===== src/rtl/digit_sender.sv =====
// Sends a captured two-digit BCD value as a tens key and a ones key over a
// valid/ready handshake, with a programmable idle gap between the two keys.
module digit_sender #(
  parameter int unsigned GAP     = 4,
  parameter bit          SKIP_LZ = 1'b1
) (
  input  logic       clk,
  input  logic       rst,
  input  logic       start,
  input  logic [3:0] ten_in,
  input  logic [3:0] one_in,
  input  logic       key_ready,
  output logic [3:0] key_out,
  output logic       key_valid,
  output logic       busy,
  output logic       done,
  output logic       err
);

  localparam int unsigned DW = 4;
  localparam int unsigned CW = 4;
  localparam logic [DW-1:0] BCD_MAX  = DW'(9);
  localparam logic [CW-1:0] GAP_LOAD = (GAP == 0) ? '0 : CW'(GAP - 1);

  typedef enum logic [2:0] {
    IDLE,
    CHECK,
    SEND_TEN,
    GAP_WAIT,
    SEND_ONE,
    FINISH
  } state_t;

  state_t        state;
  logic [CW-1:0] gap_cnt;
  logic [DW-1:0] ten_q;
  logic [DW-1:0] one_q;

  // Outputs are updated on the same edge as the state so they line up with it.
  always_ff @(posedge clk) begin
    if (rst) begin
      state     <= IDLE;
      key_out   <= '0;
      key_valid <= 1'b0;
      busy      <= 1'b0;
      done      <= 1'b0;
      err       <= 1'b0;
      gap_cnt   <= '0;
      ten_q     <= '0;
      one_q     <= '0;
    end else begin
      done <= 1'b0;
      err  <= 1'b0;
      case (state)
        IDLE: begin
          if (start) begin
            ten_q <= ten_in;
            one_q <= one_in;
            state <= CHECK;
            busy  <= 1'b1;
            // err is visible during CHECK, so it is decided from the digits being captured
            err   <= (ten_in > BCD_MAX) || (one_in > BCD_MAX);
          end
        end

        CHECK: begin
          if ((ten_q > BCD_MAX) || (one_q > BCD_MAX)) begin
            state <= IDLE;
            busy  <= 1'b0;
          end else if (SKIP_LZ && (ten_q == '0)) begin
            state     <= SEND_ONE;
            key_valid <= 1'b1;
            key_out   <= one_q;
          end else begin
            state     <= SEND_TEN;
            key_valid <= 1'b1;
            key_out   <= ten_q;
          end
        end

        SEND_TEN: begin
          if (key_ready) begin
            if (GAP == 0) begin
              state   <= SEND_ONE;
              key_out <= one_q;
            end else begin
              state     <= GAP_WAIT;
              key_valid <= 1'b0;
              gap_cnt   <= GAP_LOAD;
            end
          end
        end

        GAP_WAIT: begin
          if (gap_cnt == '0) begin
            state     <= SEND_ONE;
            key_valid <= 1'b1;
            key_out   <= one_q;
          end else begin
            gap_cnt <= gap_cnt - CW'(1);
          end
        end

        SEND_ONE: begin
          if (key_ready) begin
            state     <= FINISH;
            key_valid <= 1'b0;
            done      <= 1'b1;
          end
        end

        FINISH: begin
          state <= IDLE;
          busy  <= 1'b0;
        end

        default: begin
          state     <= IDLE;
          key_valid <= 1'b0;
          busy      <= 1'b0;
        end
      endcase
    end
  end

endmodule


===== config.mk =====
export PLATFORM = sky130hd
export DESIGN_NAME = digit_sender
export DESIGN_NICKNAME = d
export VERILOG_FILES = /design/src/rtl/digit_sender.sv
export SDC_FILE = /design/constraint.sdc
export NUM_CORES = 1
export LEC_CHECK = 0
export CAP_MARGIN = 40
export CORE_ASPECT_RATIO = 1.4
export CORE_UTILIZATION = 34
export DETAILED_ROUTE_END_ITERATION = 6
export PLACE_DENSITY = 0.62
export SKIP_CTS_REPAIR_TIMING = 1
export SLEW_MARGIN = 5
export SYNTH_ARGS = -nofsm -noshare
export SYNTH_HDL_FRONTEND = slang
export SYNTH_SLANG_ARGS = --single-unit
export TNS_END_PERCENT = 20

===== constraint.sdc =====
create_clock -name clk -period 1.51 [get_ports clk]
set_input_delay 0.302 -clock clk [delete_from_list [all_inputs] [get_ports clk]]
set_output_delay 0.302 -clock clk [all_outputs]
set_load 0.05 [all_outputs]

==> impl_metrics.ini <==
[detailed_routing]
drt_iter0_markers = 9
vias = 1018
avgRoutedWirePerCell_um = 12.2
post-route-drc-count = 0
totalWireLength_um = 2420
vias_per_cell = 5.14
drtPass1Iterations = 4
ant_nets = 0

[cells_and_area]
layout_commonest_cell = nand2_1
drive_above_1_share_pct = 28.0
nFillCells = 269
area_growth_pct = 49.9
layout_common_cells = nand2_1, dfxtp_1, buf_4
multiInputGateArea_um2 = 608
finish.net_count = 175
diodes = 0
final-instance-count-excl-fill = 198
final_util_pct = 54.3
regArea_um2 = 464
stdcell_area_mm2 = 0.00158

[setup_path]
reg2reg_setup_slack_ps = 40
path_buf_inv = 0
r2r_start = ten_q[0]
crit_fanout = 3
cp_data_arrival_time_ps = 1670
crit_start = ten_q[0]
cp.required_ps = 1710
reg2reg_to = state[2]
cp-start-kind = flip-flop
crit_path_end_kind = flip-flop
crit_family = simple AND/OR/NAND/NOR gates
path_cells = or4_4, or3_1, a31oi_1
r2r_cells = 3
critPathMaxStageDelay_ps = 540
slowest_stage = or4_4
crit_type = flip-flop to flip-flop
worst-path-stages = 3

[clock_tree]
clockRootBuffer = clkbuf_8
cts_tree = yes
clock_sinks = 23
htreeDepth = 1
insertion_delay_ps = 270
path_clk_slew_ps = 80
cts_made_buffers = 3
clockBufferDepth = 2

[placed_design]
place_area_mm2 = 0.00147
place_ws_ps = -94.8
gp_congestion = 0.767
dp_cells = 193
port_buffers = 19
dp.final_hpwl_um = 1830

[timing]
hold_viol_final = 0
drv_slew = 0
worst_hold_slack_ps = 465
skew_ps = 1.86
setup_viol_count_final = 0
setup_slack_ps = 42.6
fin_tns_setup_ps = 0
timing.slew.headroom_pct = 75.9
rsz0062_at_grt = yes
fmax_mhz = 681
fin_crit_ps = 1470
tightest_slew_ps = 357
period_share_pct = 97.2

[global_route]
use_met2_pct = 30.7
grtUsageTotal_pct = 16.6
grt_use_met3_pct = 2.67
gr-usage-met1_pct = 18.0
antenna_found_initial = 0
grt_pass1_vias = 1012
grt_max_degree = 15
grt.busiest_layer = met2
grt_overflow_total = 0
grt_pass1_wl_um = 4170

[die]
start_util_pct = 36.2
fp.dieH_um = 67.8
die_area_mm2 = 0.00332
core_mm2 = 0.00291
die_w_um = 49.0
io-pin-count = 20
core.rowCount = 23

[power_and_ir_drop]
vdd_ir_drop_max_uv = 862
power_leakage_nw = 0.574
power_density_mw_per_mm2 = 1280
finalPower_mw = 2.03

[run]
max_cap_viol_count = 0

[min_path]
hold_path_class = flip-flop to flip-flop
min_to = one_q[0]
min_from = one_q[0]
whs_path_depth = 2

[logic_synthesis]
yosysUniqueCellTypes = 32
syn-num-nets = 140
synthCells = 127
synth_area_mm2 = 0.00105
avgSynthCellArea_um2 = 8.29
ys_warn_count = 0
ys_seq_area_share_pct = 43.8
yosys_register_bits = 23

[status]
outcome = finished, final reports clean
state kept, by name (all words and copies together) (netlist names):
name	flops
gap_cnt	4
done	1
busy	1
err	1
key_out	4
state	3
one_q	4
ten_q	4
key_valid	1
worst max-delay path by stage:
stage | to | slack (ps)
floorplan | key_out[3] | 120
global route | key_out[3] | -7
CTS | key_out[0] | -50
finish | state[2] | 40
detailed placement | state[0] | -90
global placement | state[0] | -30
power breakdown:
group          switching (mW)  internal [mW]
clock                   0.200          0.184
sequential              0.101          0.697
combinational           0.422          0.424
total                   0.722           1.30
cells in the mapped netlist:
cell type / instances / area (µm²)
nand2_1: 23 / 86.3
nand4_1: 1 / 6.26
or3_1: 2 / 12.5
nor4b_2: 1 / 15.0
dfxtp_1: 23 / 460
a211oi_1: 7 / 52.6
nor4bb_1: 1 / 10.0
nor2_1: 4 / 15.0
o22ai_1: 1 / 6.26
nand3_1: 3 / 15.0
a31oi_1: 1 / 6.26
a21oi_1: 15 / 75.1
a41oi_1: 1 / 8.76
buf_2: 4 / 20.0
a221oi_1: 1 / 8.76
o21ai_0: 6 / 30.0
ha_1: 1 / 12.5
o311a_1: 1 / 10.0
nand2b_1: 1 / 6.26
a31o_2: 1 / 8.76
a22oi_1: 4 / 30.0
nor2b_1: 3 / 18.8
a21boi_0: 1 / 7.51
o211ai_1: 1 / 7.51
clkbuf_1: 2 / 7.51
nor3b_1: 4 / 30.0
nand3b_1: 2 / 15.0
xnor2_1: 2 / 17.5
or4_4: 1 / 11.3
inv_1: 4 / 15.0
and2_1: 1 / 6.26
nor3_1: 4 / 20.0
cells by family (layout without fill, tap and decap cells):
group                      Yosys count  in the layout  share of synthesized area [%]
and+or+nand+nor                     51             51                           25.4
xor gates and xnor gates             2              2                           1.66
DFF                                 23             23                           43.8
AOI/OAI and AO/OA                   40             40                           23.9
buffers and inverters               10             44                           4.04
adders and majority gates            1              1                           1.19
layer usage:
layer | part of all wire, % | wire [µm]
met1 | 41 | 1000
met2 | 53 | 1280
met3 | 2.9 | 71
met4 | 2.8 | 68
met5 | 0 | 0
cell type report:
| cell class | instances | area share (%) |
|---|---|---|
| Tap cell | 37 | 2.93 |
| Multi-Input combinational cell | 94 | 38.5 |
| Timing Repair Buffer | 36 | 25.2 |
| Clock inverter | 1 | 0.317 |
| Inverter | 4 | 0.952 |
| Clock buffer | 3 | 2.62 |
| Sequential cell | 23 | 29.4 |
worst min-delay path: stages, from the launching register on:
cell	delay [ps]
dfxtp_1	320
nand2_1	50
a21oi_1	50
No activity file was read; power rests on OpenSTA's default activity.
